===== config.mk =====
export PLATFORM = sky130hd
export DESIGN_NAME = mem_access_initiator
export DESIGN_NICKNAME = d
export VERILOG_FILES = /design/src/rtl/mem_access_initiator.sv
export SDC_FILE = /design/constraint.sdc
export NUM_CORES = 1
export LEC_CHECK = 0
export ABC_CLOCK_PERIOD_IN_PS = 2720
export BUFFER_PORTS_ARGS = -buffer_cell sky130_fd_sc_hd__buf_2
export CORE_MARGIN = 2
export CORE_UTILIZATION = 48
export CTS_CLUSTER_SIZE = 40
export DETAILED_ROUTE_END_ITERATION = 10
export PLACE_DENSITY = 0.81
export SYNTH_ARGS = -nofsm -noshare
export SYNTH_HDL_FRONTEND = slang
export SYNTH_SLANG_ARGS = --single-unit

===== constraint.sdc =====
create_clock -name clock -period 2.72 [get_ports clock]
set_input_delay 0.544 -clock clock [delete_from_list [all_inputs] [get_ports clock]]
set_output_delay 0.544 -clock clock [all_outputs]
set_load 0.05 [all_outputs]

===== src/rtl/mem_access_initiator.sv =====
// Requester-side controller for the byte-lane data RAM: accepts one load/store,
// drives the RAM for one cycle, waits out read latency, returns an extended result.
module mem_access_initiator #(
  parameter int unsigned ADDR_W      = 18,
  parameter int unsigned RAM_LATENCY = 1
) (
  input  logic              clock,
  input  logic              reset,
  input  logic              req_valid,
  output logic              req_ready,
  input  logic              req_write,
  input  logic [1:0]        req_size,
  input  logic              req_signed,
  input  logic [ADDR_W-1:0] req_address,
  input  logic [31:0]       req_wdata,
  output logic              rsp_valid,
  input  logic              rsp_ready,
  output logic [31:0]       rsp_rdata,
  output logic              rsp_error,
  output logic [ADDR_W-1:0] mem_address,
  output logic [31:0]       mem_data_in,
  output logic [3:0]        mem_byte_enablers,
  output logic              mem_write_enable,
  input  logic [31:0]       mem_data_out
);

  localparam int unsigned DATA_W = 32;
  localparam int unsigned BE_W   = 4;
  localparam int unsigned CNT_W  = 2;
  localparam logic [CNT_W-1:0] CNT_LOAD = CNT_W'(RAM_LATENCY - 1);

  localparam logic [1:0] SIZE_BYTE = 2'b00;
  localparam logic [1:0] SIZE_HALF = 2'b01;
  localparam logic [1:0] SIZE_ILL  = 2'b11;

  typedef enum logic [1:0] {
    S_IDLE,
    S_ACCESS,
    S_WAIT,
    S_RESP
  } state_t;

  state_t            state, state_n;
  logic [CNT_W-1:0]  cnt, cnt_n;
  logic [1:0]        size_q, size_n;
  logic              signed_q, signed_n;
  logic              write_q, write_n;

  logic              req_ready_n;
  logic              rsp_valid_n;
  logic [DATA_W-1:0] rsp_rdata_n;
  logic              rsp_error_n;
  logic [ADDR_W-1:0] mem_address_n;
  logic [DATA_W-1:0] mem_data_in_n;
  logic [BE_W-1:0]   mem_byte_enablers_n;
  logic              mem_write_enable_n;

  // Lane-0-justified enablers; the RAM rotates them for unaligned addresses.
  function automatic logic [BE_W-1:0] size_to_be(input logic [1:0] sz);
    case (sz)
      SIZE_BYTE: size_to_be = 4'b0001;
      SIZE_HALF: size_to_be = 4'b0011;
      default:   size_to_be = 4'b1111;
    endcase
  endfunction

  function automatic logic [DATA_W-1:0] extend(input logic [DATA_W-1:0] d,
                                                input logic [1:0] sz,
                                                input logic sg);
    case (sz)
      SIZE_BYTE: extend = {{24{sg & d[7]}}, d[7:0]};
      SIZE_HALF: extend = {{16{sg & d[15]}}, d[15:0]};
      default:   extend = d;
    endcase
  endfunction

  // Next state and next registered outputs; everything holds unless changed.
  always_comb begin
    state_n             = state;
    cnt_n               = cnt;
    size_n              = size_q;
    signed_n            = signed_q;
    write_n             = write_q;
    req_ready_n         = req_ready;
    rsp_valid_n         = rsp_valid;
    rsp_rdata_n         = rsp_rdata;
    rsp_error_n         = rsp_error;
    mem_address_n       = mem_address;
    mem_data_in_n       = mem_data_in;
    mem_byte_enablers_n = mem_byte_enablers;
    mem_write_enable_n  = mem_write_enable;

    case (state)
      S_IDLE: begin
        if (req_valid) begin
          req_ready_n = 1'b0;
          size_n      = req_size;
          signed_n    = req_signed;
          write_n     = req_write;
          if (req_size == SIZE_ILL) begin
            state_n     = S_RESP;
            rsp_valid_n = 1'b1;
            rsp_error_n = 1'b1;
            rsp_rdata_n = '0;
          end else begin
            state_n             = S_ACCESS;
            mem_address_n       = req_address;
            mem_data_in_n       = req_wdata;
            mem_byte_enablers_n = size_to_be(req_size);
            mem_write_enable_n  = req_write;
          end
        end
      end

      S_ACCESS: begin
        mem_write_enable_n = 1'b0;
        if (write_q) begin
          state_n             = S_RESP;
          mem_byte_enablers_n = '0;
          rsp_valid_n         = 1'b1;
          rsp_error_n         = 1'b0;
          rsp_rdata_n         = '0;
        end else begin
          state_n = S_WAIT;
          cnt_n   = CNT_LOAD;
        end
      end

      // Address and enablers stay on the RAM until read data is captured.
      S_WAIT: begin
        if (cnt == '0) begin
          state_n             = S_RESP;
          mem_byte_enablers_n = '0;
          rsp_valid_n         = 1'b1;
          rsp_error_n         = 1'b0;
          rsp_rdata_n         = extend(mem_data_out, size_q, signed_q);
        end else begin
          cnt_n = cnt - CNT_W'(1);
        end
      end

      S_RESP: begin
        if (rsp_ready) begin
          state_n     = S_IDLE;
          rsp_valid_n = 1'b0;
          req_ready_n = 1'b1;
        end
      end

      default: state_n = S_IDLE;
    endcase
  end

  always_ff @(posedge clock or negedge reset) begin
    if (!reset) begin
      state             <= S_IDLE;
      cnt               <= '0;
      size_q            <= '0;
      signed_q          <= 1'b0;
      write_q           <= 1'b0;
      req_ready         <= 1'b1;
      rsp_valid         <= 1'b0;
      rsp_rdata         <= '0;
      rsp_error         <= 1'b0;
      mem_address       <= '0;
      mem_data_in       <= '0;
      mem_byte_enablers <= '0;
      mem_write_enable  <= 1'b0;
    end else begin
      state             <= state_n;
      cnt               <= cnt_n;
      size_q            <= size_n;
      signed_q          <= signed_n;
      write_q           <= write_n;
      req_ready         <= req_ready_n;
      rsp_valid         <= rsp_valid_n;
      rsp_rdata         <= rsp_rdata_n;
      rsp_error         <= rsp_error_n;
      mem_address       <= mem_address_n;
      mem_data_in       <= mem_data_in_n;
      mem_byte_enablers <= mem_byte_enablers_n;
      mem_write_enable  <= mem_write_enable_n;
    end
  end

endmodule


==> summary.md <==
| Metric | Value |
|---|---|
| FF-to-FF End | `rsp_rdata[5]` |
| Setup WS pre-CTS | `0.363 ns` |
| Post-DR vias/cell | `5.04` |
| Die area | `9480 sq um` |
| Clk_skew | `0.0124 ns` |
| Nets | `593` |
| Post-synth ARST share | `100%` |
| Htree depth | `3` |
| Final Setup Violations | `0` |
| Avg Cell Area, Syn | `13.3 sq um` |
| Die Wd | `97.4 microns` |
| Max Freq | `427 MHz` |
| Vias in the first global route | `3221` |
| Yosys cell types | `32` |
| Setup crit end kind | `flip-flop` |
| Post-synth top flop | `dfrtp_1` |
| CTS resizes | `0` |
| # DRC | `0` |
| Hold Fails Final Rpt | `0` |
| R2R setup slack | `0.38 ns` |
| Ys Warns | `0` |
| # Post-CTS Setup Buffers | `0` |
| Drt total wl | `9050 microns` |
| First-pass GRT wire length | `15000 microns` |
| Unrepaired setup endpoints after global routing | `no` |
| Port bufs | `179` |
| Starting Density | `48.7%` |
| Clk sink count | `97` |
| Post-CTS Hold Buffers | `0` |
| Post-synth top area cell | `dfrtp_1` |
| Largest net degree at the start of global routing | `57` |
| Kind of critical path | `reg -> reg` |
| Setup TNS | `0 ns` |
| TritonCTS Buffers | `9` |
| Min cycle time layout | `2.34 ns` |
| Worst r2r src | `state[0]` |
| Worst slew margin | `52.3%` |
| Register area share after synthesis | `58.0%` |
| Max-slew violations | `0` |
| Worst-path clk slew | `0.10 ns` |
| Worst hold path class | `in -> async` |
| Syn Nets | `413` |
| CP Launch Type | `flip-flop` |
| Part of the cycle the worst path needs | `86.1%` |
| DRT iter0 DRCs | `60` |
| Post-synth EDFFs | `0` |
| Ant diodes | `0` |
| Longest Clk Path Bufs | `2` |
| Number of synthesized register bits | `97` |
| Crit path DAT | `2.62 ns` |
| Final Non-Filler Cells | `607` |
| Critical-path maximum fanout | `9` |
| Routed Antenna Nets | `0` |
| DR vias | `3058` |
| Crit path setup slack, layout | `0.378 ns` |
| Most frequent cells in the layout | `178 x buf_2, 96 x dfrtp_1, 65 x mux2_2, 21 x nor2b_1` |
| Placed cells | `592` |
| Die H | `97.4 microns` |
| Mapped cell area | `4180 sq um` |
| Hpwl dp | `6670 microns` |
| DRT Pass-1 Iters | `4` |
| Final GP Congestion | `0.872` |
| Synth top area cells | `dfrtp_1 57%, mux2_2 17%, o2bb2ai_1 3.3%, nor2b_1 3.1%, ha_1 2.4%` |
| Syn-to-layout area delta | `29.3%` |
| Layout cell share with drive strength beyond 1 | `54.3%` |
| CTS tree | `yes` |
| MaxCap Viol Count | `0` |
| Wirelength per Cell | `14.9 microns` |
| GRT Util Overall | `19.5%` |
| Antenna violations before repair | `0` |
| I/O pin count | `180` |
| Post-Syn Instances | `315` |
| Most common cell after layout, fill and taps aside | `buf_2` |
| Clk Latency, worst-skew pair | `0.36 ns` |
| Least-Margin Pin Slew | `0.716 ns` |
| Row count | `34` |
| Req. time, crit path | `3.00 ns` |
| Remaining global-route overflow | `0` |
| Outcome | `completed` |
| Root buffer cell | `clkbuf_8` |
| R2R depth | `7` |
| Top cell type's share of synthesized area | `57.4%` |
| Hold WS | `0.217 ns` |
| Core box area | `8590 sq um` |
==> synthesized netlist by cell type (2+ instances only) <==
master / instances
nor2_1: 6
mux2i_1: 10
buf_2: 6
buf_6: 2
dfrtp_1: 96
a21o_1: 2
a21boi_0: 8
inv_1: 16
nor2b_1: 21
o2bb2ai_1: 16
clkbuf_1: 7
nand2_1: 17
a21oi_1: 3
nand2b_1: 4
mux2_2: 65
ha_1: 8
o21ai_0: 13
==> kinds of logic (layout without fill, tap and decap cells) <==
family,count (synthesis),after routing,share of synthesized area [%]
buffers and inverters,33,217,3.98
flip-flops,97,97,58.0
AND/OR/NAND/NOR,55,55,7.45
AO/OA/AOI/OAI,46,46,7.89
adder cells (fa/ha/maj),8,8,2.39
multiplexers,76,76,20.2
==> metal layers <==
| layer | vias up | global-route usage (%) | routed length, microns |
|---|---|---|---|
| met5 | - | 0 | 0 |
| met3 | 12 | 7.34 | 789 |
| met1 | 1503 | 24.1 | 3820 |
| met4 | 0 | 5.56 | 121 |
| met2 | 112 | 32.2 | 4320 |
| li1 | 1431 | - | - |
==> registers in the layout, summed over array words and instances, names as in the netlist, 2 cells and up <==
signal,flops
mem_byte_enablers,3
mem_address,18
size_q,2
rsp_rdata,32
state,2
cnt,2
mem_data_in,32
==> stage by stage <==
stage	utilization, %	cell area (sq um)
after floorplan	-	4180
after global placement	60.3	5180
after detailed placement	60.3	5180
after CTS	63.0	5410
after global routing	63.0	5410
final	63.0	5410
==> worst max-delay path, stage by stage, from the launching register on <==
cell and delay [ns]:
dfrtp_1 0.42, inv_1 0.13, ha_1 0.27, a21boi_2 0.21
nor4_4 0.34, and2b_1 0.41, buf_4 0.28, mux2i_1 0.22
==> final cells by class <==
cell class                      count  area [sq um]
Fill cell                         713          3180
Clock inverter                      5           104
Multi-Input combinational cell    185          1590
Clock buffer                       10           128
Inverter                           16          60.1
Sequential cell                    97          2430
Timing Repair Buffer              186           963
Tap cell                          108           135
==> how the worst max path moves through the flow <==
stage                        start       endpoint  slack (ns)  cells after the start
after floorplan           state[0]  rsp_rdata[15]        0.65                      8
after global placement    state[0]   rsp_rdata[2]        0.51                      7
after detailed placement  state[0]   rsp_rdata[5]        0.36                      7
after CTS                 state[0]   rsp_rdata[6]        0.35                      7
after global routing      state[0]   rsp_rdata[7]        0.19                      7
final                     state[0]   rsp_rdata[5]        0.38                      7
Power is left out: the tool's default activity adds up to more than one toggle a clock period on the data nets, which glitch-free logic cannot reach.
